===== src/rtl/uart_rx.sv =====
// UART receiver: a 2-flop synchronizer feeds a START/DATA/STOP sampler.
// Each frame ends in either a one-cycle o_valid with its data word or a one-cycle o_frame_err.
`timescale 1ns/1ps
module uart_rx #(
  parameter int CLKS_PER_BIT = 104,
  parameter int BITS         = 8
) (
  input  logic            i_wb_clk,
  input  logic            i_wb_rst_n,
  input  logic            i_rx,
  output logic [BITS-1:0] o_data,
  output logic            o_valid,
  output logic            o_frame_err,
  output logic            o_busy
);

  localparam logic [6:0] MID_CNT  = 7'((CLKS_PER_BIT - 1) / 2);
  localparam logic [6:0] LAST_CNT = 7'(CLKS_PER_BIT - 1);
  localparam logic [2:0] LAST_IDX = 3'(BITS - 1);

  typedef enum logic [2:0] {
    S_IDLE  = 3'd0,
    S_START = 3'd1,
    S_DATA  = 3'd2,
    S_STOP  = 3'd3
  } state_t;

  logic            sync1_reg;
  logic            sync2_reg;
  logic            rx_s;
  state_t          state_reg;
  state_t          state_next;
  logic [6:0]      cnt_reg;
  logic [6:0]      cnt_next;
  logic [2:0]      idx_reg;
  logic [2:0]      idx_next;
  logic [BITS-1:0] shift_reg;
  logic [BITS-1:0] shift_next;
  logic [BITS-1:0] data_reg;
  logic [BITS-1:0] data_next;
  logic            valid_reg;
  logic            valid_next;
  logic            frame_err_reg;
  logic            frame_err_next;
  logic            bit_sample;
  logic            stop_sample;

  assign rx_s = sync2_reg;

  // State register: all storage, including the synchronizer, lives here.
  always_ff @(posedge i_wb_clk) begin
    if (!i_wb_rst_n) begin
      sync1_reg     <= 1'b1;
      sync2_reg     <= 1'b1;
      state_reg     <= S_IDLE;
      cnt_reg       <= 7'd0;
      idx_reg       <= 3'd0;
      shift_reg     <= '0;
      data_reg      <= '0;
      valid_reg     <= 1'b0;
      frame_err_reg <= 1'b0;
    end else begin
      sync1_reg     <= i_rx;
      sync2_reg     <= sync1_reg;
      state_reg     <= state_next;
      cnt_reg       <= cnt_next;
      idx_reg       <= idx_next;
      shift_reg     <= shift_next;
      data_reg      <= data_next;
      valid_reg     <= valid_next;
      frame_err_reg <= frame_err_next;
    end
  end

  // Next-state logic. The start bit is checked at its midpoint and every later
  // sample is a whole bit period after that, so data and stop are read mid-bit.
  always_comb begin
    state_next = state_reg;
    cnt_next   = cnt_reg;
    idx_next   = idx_reg;
    bit_sample = 1'b0;
    case (state_reg)
      S_IDLE: begin
        cnt_next = 7'd0;
        idx_next = 3'd0;
        if (!rx_s) state_next = S_START;
      end
      S_START: begin
        if (cnt_reg == MID_CNT) begin
          cnt_next   = 7'd0;
          state_next = rx_s ? S_IDLE : S_DATA;
        end else begin
          cnt_next = cnt_reg + 7'd1;
        end
      end
      S_DATA: begin
        if (cnt_reg == LAST_CNT) begin
          cnt_next   = 7'd0;
          bit_sample = 1'b1;
          if (idx_reg == LAST_IDX) begin
            idx_next   = 3'd0;
            state_next = S_STOP;
          end else begin
            idx_next = idx_reg + 3'd1;
          end
        end else begin
          cnt_next = cnt_reg + 7'd1;
        end
      end
      // Leaving at mid-stop-bit gives half a bit of slack to catch the next start edge.
      S_STOP: begin
        if (cnt_reg == LAST_CNT) begin
          cnt_next   = 7'd0;
          state_next = S_IDLE;
        end else begin
          cnt_next = cnt_reg + 7'd1;
        end
      end
      default: begin
        state_next = S_IDLE;
        cnt_next   = 7'd0;
        idx_next   = 3'd0;
      end
    endcase
  end

  // Each data sample lands directly in its bit position; idle bits hold.
  generate
    for (genvar gi = 0; gi < BITS; gi++) begin : g_shift
      assign shift_next[gi] = (bit_sample && (idx_reg == 3'(gi))) ? rx_s : shift_reg[gi];
    end
  endgenerate

  // Output logic: the stop-bit sample decides between a good word and a framing error.
  always_comb begin
    stop_sample    = (state_reg == S_STOP) && (cnt_reg == LAST_CNT);
    valid_next     = stop_sample && rx_s;
    frame_err_next = stop_sample && !rx_s;
    data_next      = valid_next ? shift_reg : data_reg;
    o_busy         = (state_reg != S_IDLE);
  end

  assign o_data      = data_reg;
  assign o_valid     = valid_reg;
  assign o_frame_err = frame_err_reg;

endmodule


===== config.mk =====
export PLATFORM = sky130hd
export DESIGN_NAME = uart_rx
export DESIGN_NICKNAME = d
export VERILOG_FILES = /design/src/rtl/uart_rx.sv
export SDC_FILE = /design/constraint.sdc
export NUM_CORES = 1
export LEC_CHECK = 0
export BUFFER_PORTS_ARGS = -buffer_cell sky130_fd_sc_hd__buf_4
export CAP_MARGIN = 20
export CORE_MARGIN = 4
export CORE_UTILIZATION = 55
export CTS_CLUSTER_SIZE = 24
export DETAILED_ROUTE_END_ITERATION = 8
export PLACE_DENSITY = 0.78
export RECOVER_POWER = 100
export SLEW_MARGIN = 20
export SYNTH_ARGS = -nofsm -noshare
export SYNTH_HDL_FRONTEND = slang
export SYNTH_SLANG_ARGS = --single-unit

===== constraint.sdc =====
create_clock -name i_wb_clk -period 2.4 [get_ports i_wb_clk]
set_clock_uncertainty 0.1 [all_clocks]
set_input_delay 0.24 -clock i_wb_clk [delete_from_list [all_inputs] [get_ports i_wb_clk]]
set_output_delay 0.24 -clock i_wb_clk [all_outputs]
set_load 0.02 [all_outputs]

==> metrics.txt, run 1 <==
Detailed Routing Iterations Pass 1 4; compound-cell area share of the yosys netlist 6.346%; portion of total power attributed to the clock network 41.5%; slew at the pin closest to its max-slew limit 533.9 ps; Max Fanout on Critical Path 8; maximum buffer depth of the clock tree 2; cell area after technology mapping 1459 µm²; Achievable Freq 463.4 MHz; flip-flop and latch count after synthesis 32; power per unit of standard cell area 607.4 nW/µm²; clock latency on the worst-skew pair 330 ps; number of antenna violations at the first check in global routing 0; routability congestion estimate 0.8230; pin count of the biggest net entering global routing 32; drc violations 0; Reg2Reg Launch Point cnt_reg[0]; sum of negative setup slack 0 ps; number of flops mapped to enable cells by yosys 0; max-capacitance violation count 0; critical path capture point type flop; # setup viols final 0; depth of the most critical reg-to-reg path 5; vias per cell 5.583; cell types occupying the most area after synthesis sky130_fd_sc_hd__dfxtp_1 44%, sky130_fd_sc_hd__mux2i_1 11%, sky130_fd_sc_hd__nand2_1 6.4%, sky130_fd_sc_hd__ha_1 6.0%, sky130_fd_sc_hd__nand3_1 4.5%; number of filler cells placed in the layout 200; source of the worst hold timing path i_wb_rst_n; DR vias 1111; Setup crit start cnt_reg[0]; detailed router's first-iteration violation count 27; Reg power frac 55.9%; Final #Nets 178; headroom to the max-slew limit 64.40%; dominant combinational cell family by area after synthesis simple AND/OR/NAND/NOR gates; P&R area growth vs syn 8.662%; Synth Net Count 165; required time at the endpoint of the critical path 2560 ps; Post-synth top flop sky130_fd_sc_hd__dfxtp_1; post-synthesis instance total 155; number of max-slew violations in the final report 0; static leakage power 0.0006094 µW; VDD IR max 0.5401 mV; Ports 14; clk slew on worst S/H paths 90 ps; share of synthesized cell area in full adder, half adder and majority cells 6.003%; Yosys top cell by area sky130_fd_sc_hd__dfxtp_1; wire length of the first global-routing pass 4.767 mm; clock period minus final worst setup slack 2158 ps; post-synth top area share 43.91%; reg-to-reg setup timing slack 240 ps; Root Buffer Master sky130_fd_sc_hd__clkbuf_4; worst hold path endpoint rx_s; switching power total 202.2 µW; Die Y 59.50 µm; DPL Wire Length 1.932 mm; sequential cell area fraction in the yosys report 43.91%; sum of overflow across all layers after global routing 0; Hold Path Class input pin to flop; number of buffers added on ports 13; number of hold violations in the final report 0; die span in x 59.50 µm; # resized after CTS 0; GR Util All Layers 18.06%; antenna viol nets, final 0; count of distinct cell types in the synthesized netlist 38; share of synthesized registers carrying an async set or reset 0%; signal arrival time at the worst endpoint 2310 ps; post-synthesis simple-gate area fraction 25.99%; Worst Path Class, Setup flop to flop; warnings from Yosys 0; Detailed Route WL 2.814 mm; Inserted Clock Buffers 5; endpoint of the worst register-to-register path o_data[7]; XOR/XNOR share of the synthesized area 3.002%; startpoint type of the worst setup path flop; mux cell area share after synthesis 10.98%; combinational group share of total power 2.6%; final period utilization 89.91%; area of the core region 2500 µm²; number of global-route vias before repair 1072; clock tree from TritonCTS yes; fraction of layout cells with a size suffix above 1 7.101%; Net Sw Frac 21.00%; Hold Crit Depth 2; H-tree levels 2; result of the run finished clean; clock sink count 32; average cell area after synthesis 9.412 µm²; internal power of the cells 760.7 µW; post-placement worst setup slack 331.1 ps; Total Power Consumption 962.9 µW; post-DR wirelength/cell 14.14 µm; die area 3540 µm²; row count 18; Antenna diodes 0; slack of the critical path 242.2 ps; unrepaired setup endpoints after global routing no; initial standard-cell utilization of the core 58.36%
[routing by layer]
layer	global-route usage, %	up-vias	part of all wire [%]
met1	21.28	536	44
li1	-	560	-
met5	0	-	0
met2	30.11	13	51
met3	5.882	2	3.6
met4	7.278	0	0.75
[power groups by stage]
stage | logic, µW | clock network (µW) | registers (µW)
2_1_floorplan | 18.5 | 0 | 548
3_3_place_gp | 23.5 | 0 | 550
3_5_place_dp | 24.7 | 0 | 551
4_1_cts | 26.2 | 411 | 538
5_1_grt | 27.6 | 433 | 539
6_report | 25.2 | 399 | 538
[cell type report]
cell class              instances  area [µm²]  area share (%)
well taps                      30       37.54           2.368
multi-input cells             110       745.7           47.04
inverters                       5       18.77           1.184
repair buffers                 14       66.31           4.183
flip-flops and latches         32       640.6           40.41
clock inverters                 2       35.03           2.210
clock buffers                   6       41.29           2.605
[cell usage after synthesis, types with 2 or more instances]
cell / count
sky130_fd_sc_hd__nand3_1: 13
sky130_fd_sc_hd__mux2i_1: 16
sky130_fd_sc_hd__nand2b_1: 2
sky130_fd_sc_hd__nand2_1: 25
sky130_fd_sc_hd__buf_2: 2
sky130_fd_sc_hd__inv_1: 5
sky130_fd_sc_hd__nor2_1: 11
sky130_fd_sc_hd__xnor2_1: 2
sky130_fd_sc_hd__xor2_1: 3
sky130_fd_sc_hd__dfxtp_1: 32
sky130_fd_sc_hd__nand4_1: 3
sky130_fd_sc_hd__clkbuf_1: 5
sky130_fd_sc_hd__a21oi_1: 2
sky130_fd_sc_hd__a31oi_1: 2
sky130_fd_sc_hd__ha_1: 7
sky130_fd_sc_hd__and3b_1: 2
sky130_fd_sc_hd__nor4b_1: 2
[timing repair]
action,4_1_cts,5_1_grt
setup buffers,0,0
hold buffers,1,0
hold endpoints to repair,1,0
[through the flow]
stage	utilization, %	hold WS, ps	instance area, µm²	cells
after global routing	63.41	158.2	1585	199
after floorplan	-	241.5	1459	155
after global placement	62.31	295.0	1558	190
final	63.41	165.5	1585	199
after detailed placement	62.31	325.0	1558	190
after CTS	65.77	140.4	1644	199
[worst max-delay path, stage by stage (launching register included)]
cell                      delay [ps]
sky130_fd_sc_hd__dfxtp_1         380
sky130_fd_sc_hd__ha_1            280
sky130_fd_sc_hd__nand2_1         140
sky130_fd_sc_hd__nor4_2          370
sky130_fd_sc_hd__and3_1          570
sky130_fd_sc_hd__mux2i_1         250
[worst max path at each step]
stage | to | slack [ps]
2_1_floorplan | cnt_reg[3] | 610
3_3_place_gp | o_data[7] | 440
3_5_place_dp | o_data[7] | 330
4_1_cts | o_data[7] | 280
5_1_grt | o_data[7] | 50
6_report | o_data[7] | 240
[layout by cell type, fill, tap and decap left out, types with 2 or more instances in the layout]
cell type,n
sky130_fd_sc_hd__inv_1,5
sky130_fd_sc_hd__xnor2_1,2
sky130_fd_sc_hd__xor2_1,3
sky130_fd_sc_hd__mux2i_1,16
sky130_fd_sc_hd__nand4_1,3
sky130_fd_sc_hd__a21boi_0,2
sky130_fd_sc_hd__nor4b_1,2
sky130_fd_sc_hd__a21oi_1,2
sky130_fd_sc_hd__nand2_1,26
sky130_fd_sc_hd__nand3_1,13
sky130_fd_sc_hd__dfxtp_1,32
sky130_fd_sc_hd__ha_1,7
sky130_fd_sc_hd__clkbuf_1,12
sky130_fd_sc_hd__nand2b_1,2
sky130_fd_sc_hd__clkbuf_4,6
sky130_fd_sc_hd__a31oi_1,2
sky130_fd_sc_hd__nor2_1,12
sky130_fd_sc_hd__and3b_1,2
[logic make-up after synthesis]
group | after synthesis
compound gates | 11
simple gates | 71
flops | 32
xor+xnor | 5
mux | 16
fa+ha+maj | 7
buf+inv | 13
Note: power is estimated with default switching activity, not from simulation.
==> inputs of run 2 (changes only) <==
--- a/config.mk
+++ b/config.mk
@@ -8,10 +8,12 @@
 export BUFFER_PORTS_ARGS = -buffer_cell sky130_fd_sc_hd__buf_4
 export CAP_MARGIN = 20
 export CORE_MARGIN = 4
-export CORE_UTILIZATION = 55
+export CORE_UTILIZATION = 36
+export CTS_CLUSTER_DIAMETER = 30
 export CTS_CLUSTER_SIZE = 24
 export DETAILED_ROUTE_END_ITERATION = 8
-export PLACE_DENSITY = 0.78
+export GPL_ROUTABILITY_DRIVEN = 0
+export PLACE_DENSITY = 0.56
 export RECOVER_POWER = 100
 export SLEW_MARGIN = 20
 export SYNTH_ARGS = -nofsm -noshare
==> run 2 against run 1 <==
Non-clock buffer count is 1 lower. Register-to-register slack hardly changed. Setup slack worse by 10 ps. Critical path type unchanged. Highest routed layer unchanged.
==> metrics.txt, run 2 (synthesis gave the netlist of run 1 again) <==
clock sink count 32 (unchanged); area used by multi-input combinational logic 757.0 µm² (+1.5%); row count 22 (+4); VDD IR max 0.4076 mV (-25%); filler-free cell count of the finished design 216 (+8.5%); detailed router's first-iteration violation count 49 (+81%); number of global-route vias before repair 1074 (+0.19%); pin count of the biggest net entering global routing 32 (unchanged); max-capacitance violation count 0 (unchanged); GR Util All Layers 11.91% (-6.2 points); met3 wire length 99 µm (-2.0%); crit-path leading delay family simple AND/OR/NAND/NOR gates; result of the run finished clean; Ports 14 (unchanged); P&R area growth vs syn 13.47%; die span in x 71.66 µm (+20%); antenna viol nets, final 0 (unchanged); power per unit of standard cell area 676.8 nW/µm² (+11%); number of hold violations in the final report 0 (unchanged); post-DR wirelength/cell 12.55 µm (-11%); initial standard-cell utilization of the core 38.41% (-20 points); flip-flop and latch area 640.6 µm² (unchanged); vias per cell 5.139 (-8.0%); slew at the pin closest to its max-slew limit 1330 ps (+796.1 ps); depth of the most critical reg-to-reg path 5 (unchanged); delay contributed by the slowest stage of the critical path 580 ps (about the same); number of instances in the placed design 208 (+9.5%); Hold Path Class input pin to flop; unrepaired setup endpoints after global routing no; most used cells in the layout excluding fill and tap cells 32 x sky130_fd_sc_hd__dfxtp_1, 26 x sky130_fd_sc_hd__nand2_1, 16 x sky130_fd_sc_hd__mux2i_1, 13 x sky130_fd_sc_hd__nand3_1, 12 x sky130_fd_sc_hd__clkbuf_1; Detailed Route WL 2.710 mm (-3.7%); Worst Path Class, Setup flop to flop; crit path max-delay cell type sky130_fd_sc_hd__and3_1; crit-path cells ha_1 > nand2_1 > nor4_2 > and3_1 > mux2i_1; number of filler cells placed in the layout 393 (+97%); maximum buffer depth of the clock tree 2 (unchanged); # resized after CTS 0 (unchanged); area of the core region 3799 µm² (+52%); clk slew on worst S/H paths 70 ps (-20 ps); DPL Wire Length 1.881 mm (-2.6%); number of buffers added on ports 13 (unchanged); DR vias 1110 (-0.090%); Detailed Routing Iterations Pass 1 4 (unchanged); headroom to the max-slew limit 11.33% (-53 points); die area 5135 µm² (+45%); sum of negative setup slack 0 ps (unchanged); drc violations 0 (unchanged); routed length on met1 1.282 mm (+3.1%); Inserted Clock Buffers 5 (unchanged); Routed met2 length 1.274 mm (-12%); Antenna diodes 0 (unchanged); startpoint type of the worst setup path flop; clock period minus final worst setup slack 2168 ps (+10.30 ps); most common cell after layout, fill and taps aside sky130_fd_sc_hd__dfxtp_1; Achievable Freq 461.2 MHz (-0.47%); Max Fanout on Critical Path 8 (unchanged); signal arrival time at the worst endpoint 2270 ps (-40 ps); wire length of the first global-routing pass 4.864 mm (+2.0%); hold bufs inserted after CTS 0 (-1); number of post-CTS setup repair buffers 0 (unchanged); clock tree from TritonCTS yes; Final #Nets 177 (-0.56%); number of max-slew violations in the final report 0 (unchanged); static leakage power 0.0006274 µW (+3.0%); # setup viols final 0 (unchanged); critical path capture point type flop; required time at the endpoint of the critical path 2500 ps (-60 ps); clock latency on the worst-skew pair 280 ps (-50 ps); final period utilization 90.34% (+0.43 points); number of antenna violations at the first check in global routing 0 (unchanged); Crit path buffers/inverters 0 (unchanged); number of stages on the worst setup path 5 (unchanged); sum of overflow across all layers after global routing 0 (unchanged); fraction of layout cells with a size suffix above 1 8.333% (+1.2 points); Root Buffer Master sky130_fd_sc_hd__clkbuf_8; Die Y 71.66 µm (+20%); H-tree levels 2 (unchanged); Hold Crit Depth 2 (unchanged); highest routing layer actually used met4
[run 2: cell count changes in the layout (fill, tap and decap cells not counted), sizes merged]
cell and change:
clkinv -1, dlygate4sd3 -1, clkbuf +1
[run 2: per-stage QoR]
| stage | total power, µW | utilization, % | setup WS, ps | hold WS, ps | instance area (µm²) |
|---|---|---|---|---|---|
| detailed placement | 575.3 | 41.60 | 272.3 | 296.2 | 1580 |
| finish | 1120 | 43.58 | 231.9 | 45.48 | 1655 |
| floorplan | 566.2 | - | 605.6 | 241.5 | 1459 |
| CTS | 1140 | 44.93 | 243.5 | 37.16 | 1707 |
| global placement | 574.6 | 41.60 | 404.2 | 291.1 | 1580 |
| global route | 1164 | 43.58 | 43.27 | 43.87 | 1655 |
[run 2: where the power goes]
| group | internal [µW] | leakage [µW] | total, µW | switching, µW |
|---|---|---|---|---|
| registers | 534 | 0.000258 | 538 | 4.27 |
| logic | 7.23 | 0.000305 | 22.9 | 15.7 |
| clock network | 366 | 0.0000645 | 559 | 193 |
| total | 907 | 0.000627 | 1120 | 213 |
[run 2: area by class of cell]
class | instances | area share (%)
clock buffer | 7 | 5.820
tap | 48 | 3.628
timing repair buffer | 13 | 3.175
multi-input combinational | 110 | 45.73
clock inverter | 1 | 1.814
sequential | 32 | 38.70
inverter | 5 | 1.134
[run 2: path summary, 6_finish.rpt]
check             startpoint         to  slack [ps]
hold / removal          i_rx  sync1_reg          50
setup reg to reg  cnt_reg[0]  o_data[5]         230
hold reg to reg    sync1_reg       rx_s         310
setup / recovery  cnt_reg[0]  o_data[5]         230
[run 2: routing by layer]
| metal | track usage [%] | up-vias |
|---|---|---|
| li1 | - | 560 |
| met1 | 14.69 | 529 |
| met2 | 19.08 | 13 |
| met3 | 3.366 | 8 |
| met4 | 5.637 | 0 |
| met5 | 0 | - |
==> inputs of run 3 (changes only) <==
--- a/config.mk
+++ b/config.mk
@@ -7,6 +7,7 @@
 export LEC_CHECK = 0
 export BUFFER_PORTS_ARGS = -buffer_cell sky130_fd_sc_hd__buf_4
 export CAP_MARGIN = 20
+export CORE_ASPECT_RATIO = 1.5
 export CORE_MARGIN = 4
 export CORE_UTILIZATION = 36
 export CTS_CLUSTER_DIAMETER = 30
==> run 3 against run 2 <==
Critical endpoint is now cnt_reg[6]. Global-route usage rose by 0.33 points. Total power fell by 11%. Via count fell by 0.99%. Hold slack got worse by 4.4 ps. Largest cell class unchanged. Non-clock buffer count did not move. Maximum frequency rose by 2.0%. Setup slack improved by 42 ps. First-iteration DRC count fell by 45%.
==> metrics.txt, run 3 (synthesis gave the netlist of run 1 again) <==
result of the run finished clean; met2 track demand over resource 19.69% (+0.60 points); most used cells in the layout excluding fill and tap cells 32 x sky130_fd_sc_hd__dfxtp_1, 26 x sky130_fd_sc_hd__nand2_1, 16 x sky130_fd_sc_hd__mux2i_1, 13 x sky130_fd_sc_hd__nand3_1, 12 x sky130_fd_sc_hd__clkbuf_1; headroom to the max-slew limit 16.78% (+5.5 points); DPL Wire Length 1.942 mm (+3.2%); area of the core region 3924 µm² (+3.3%); Reg2Reg Launch Point cnt_reg[0]; unrepaired setup endpoints after global routing no; filler-free cell count of the finished design 212 (-1.9%); clock latency on the worst-skew pair 280 ps (about the same); number of buffers added on ports 13 (unchanged); wire length of the first global-routing pass 4.712 mm (-3.1%); number of filler cells placed in the layout 398 (+1.3%); Final #Nets 177 (unchanged); clock period minus final worst setup slack 2126 ps (-41.82 ps); Ports 14 (unchanged); switching power total 200.2 µW (-6.0%); number of antenna violations at the first check in global routing 0 (unchanged); P&R area growth vs syn 10.38%; Inserted Clock Buffers 5 (unchanged); Hold Path Class input pin to flop; number of max-slew violations in the final report 0 (unchanged); crit-path leading delay family simple AND/OR/NAND/NOR gates; final period utilization 88.59% (-1.7 points); # setup viols final 0 (unchanged); clk slew on worst S/H paths 60 ps (about the same); slew at the pin closest to its max-slew limit 1248 ps (-81.83 ps); row count 28 (+27%); sum of overflow across all layers after global routing 0 (unchanged); Max Fanout on Critical Path 6 (-2); die span in x 59.98 µm (-16%); signal arrival time at the worst endpoint 2180 ps (-90 ps); maximum buffer depth of the clock tree 2 (unchanged); Detailed Routing Iterations Pass 1 4 (unchanged); Hold Crit Depth 2 (unchanged); H-tree levels 2 (unchanged); source of the worst hold timing path i_rx; crit-path cells ha_1 > nand2_1 > or4_1 > a32oi_2 > nor2_1; antenna viol nets, final 0 (unchanged); detailed router's first-iteration violation count 27 (-45%); initial standard-cell utilization of the core 37.18% (-1.2 points); # resized after CTS 0 (unchanged); portion of total power attributed to the clock network 43.7% (-6.2 points); global-route met3 utilization 4.518% (+1.2 points); area used by multi-input combinational logic 745.7 µm² (-1.5%); VDD IR max 0.4045 mV (-0.76%); worst hold path endpoint sync1_reg; flip-flop and latch area 640.6 µm² (unchanged); power per unit of standard cell area 618.6 nW/µm² (-8.6%); Net Sw Frac 20.09% (+1.1 points); Detailed Route WL 2.708 mm (about the same); Antenna diodes 0 (unchanged); die area 5156 µm² (+0.40%); fraction of layout cells with a size suffix above 1 7.784% (-0.55 points); clock sink count 32 (unchanged); clock tree from TritonCTS yes; hold bufs inserted after CTS 0 (unchanged); startpoint type of the worst setup path flop; Achievable Freq 470.3 MHz (+2.0%); Root Buffer Master sky130_fd_sc_hd__clkbuf_8; post-DR wirelength/cell 12.77 µm (+1.8%); delay contributed by the slowest stage of the critical path 600 ps (+20 ps); Crit path buffers/inverters 0 (unchanged); max-capacitance violation count 0 (unchanged); internal power of the cells 796.0 µW (-12%); crit path max-delay cell type sky130_fd_sc_hd__or4_1; number of instances in the placed design 205 (-1.4%); vias per cell 5.184 (+0.88%); required time at the endpoint of the critical path 2450 ps (-50 ps); Most Crowded Layer GR met2; Die Y 85.97 µm (+20%); M1 GR Usage 13.68% (-1.0 points); pin count of the biggest net entering global routing 32 (unchanged); sum of negative setup slack 0 ps (unchanged); smallest hold slack 41.05 ps (-4.433 ps); number of stages on the worst setup path 5 (unchanged); GR Util All Layers 12.24% (+0.33 points); Worst Path Class, Setup flop to flop; endpoint of the worst register-to-register path cnt_reg[6]; critical path capture point type flop; number of global-route vias before repair 1040 (-3.2%); most common cell after layout, fill and taps aside sky130_fd_sc_hd__dfxtp_1; number of post-CTS setup repair buffers 0 (unchanged); drc violations 0 (unchanged); Reg power frac 54.1% (+6.1 points); DR vias 1099 (-0.99%); depth of the most critical reg-to-reg path 5 (unchanged); static leakage power 0.0006128 µW (-2.3%); reg-to-reg setup timing slack 270 ps (+40 ps); combinational group share of total power 2.2% (+0.2 points); number of hold violations in the final report 0 (unchanged)
## run 3: changes by cell type in the layout (fill, tap and decap cells not counted)
cell and delta:
sky130_fd_sc_hd__and2_1 +1, sky130_fd_sc_hd__a32oi_4 -1, sky130_fd_sc_hd__bufinv_16 -1, sky130_fd_sc_hd__and2_0 -1, sky130_fd_sc_hd__a32oi_2 +1
## run 3: layout make-up
class                           count  share of cell area, %
Multi-Input combinational cell    110                  46.31
Sequential cell                    32                  39.78
Clock buffer                        7                  5.983
Tap cell                           45                  3.497
Timing Repair Buffer               13                  3.263
Inverter                            5                  1.166
## run 3: per-stage QoR
step / total power [µW] / instance area (µm²) / setup slack [ps] / utilization (%)
6_report: 996.2 / 1610 / 273.7 / 41.04
3_5_place_dp: 575.2 / 1577 / 303.7 / 40.18
5_1_grt: 1041 / 1610 / 138.6 / 41.04
3_3_place_gp: 574.6 / 1577 / 401.5 / 40.18
4_1_cts: 1014 / 1673 / 276.0 / 42.63
2_1_floorplan: 566.2 / 1459 / 605.6 / -
## run 3: how the worst max path moves through the flow
stage | slack [ps] | from | end
5_1_grt | 140 | cnt_reg[0] | o_data[1]
6_report | 270 | cnt_reg[0] | cnt_reg[6]
4_1_cts | 280 | cnt_reg[0] | o_data[0]
3_5_place_dp | 300 | cnt_reg[0] | o_data[0]
2_1_floorplan | 610 | cnt_reg[0] | cnt_reg[3]
3_3_place_gp | 400 | cnt_reg[0] | o_data[5]
## run 3: worst register-to-register path, stage by stage, from the launching register on
cell,delay [ps]
sky130_fd_sc_hd__dfxtp_1,370
sky130_fd_sc_hd__ha_1,270
sky130_fd_sc_hd__nand2_1,130
sky130_fd_sc_hd__or4_1,600
sky130_fd_sc_hd__a32oi_2,440
sky130_fd_sc_hd__nor2_1,100
## run 3: power by group through the flow
stage	Clock [µW]	Sequential (µW)	Combinational [µW]
finish	436	539	21.9
detailed placement	0	550	24.8
floorplan	0	548	18.5
CTS	451	539	24.8
global placement	0	550	24.4
global route	477	539	24.9
## run 3: metal layers
layer / routed length, µm / up-vias
li1: - / 554
met1: 1141 / 515
met2: 1379 / 25
met3: 127 / 5
met4: 59 / 0
met5: 0 / -
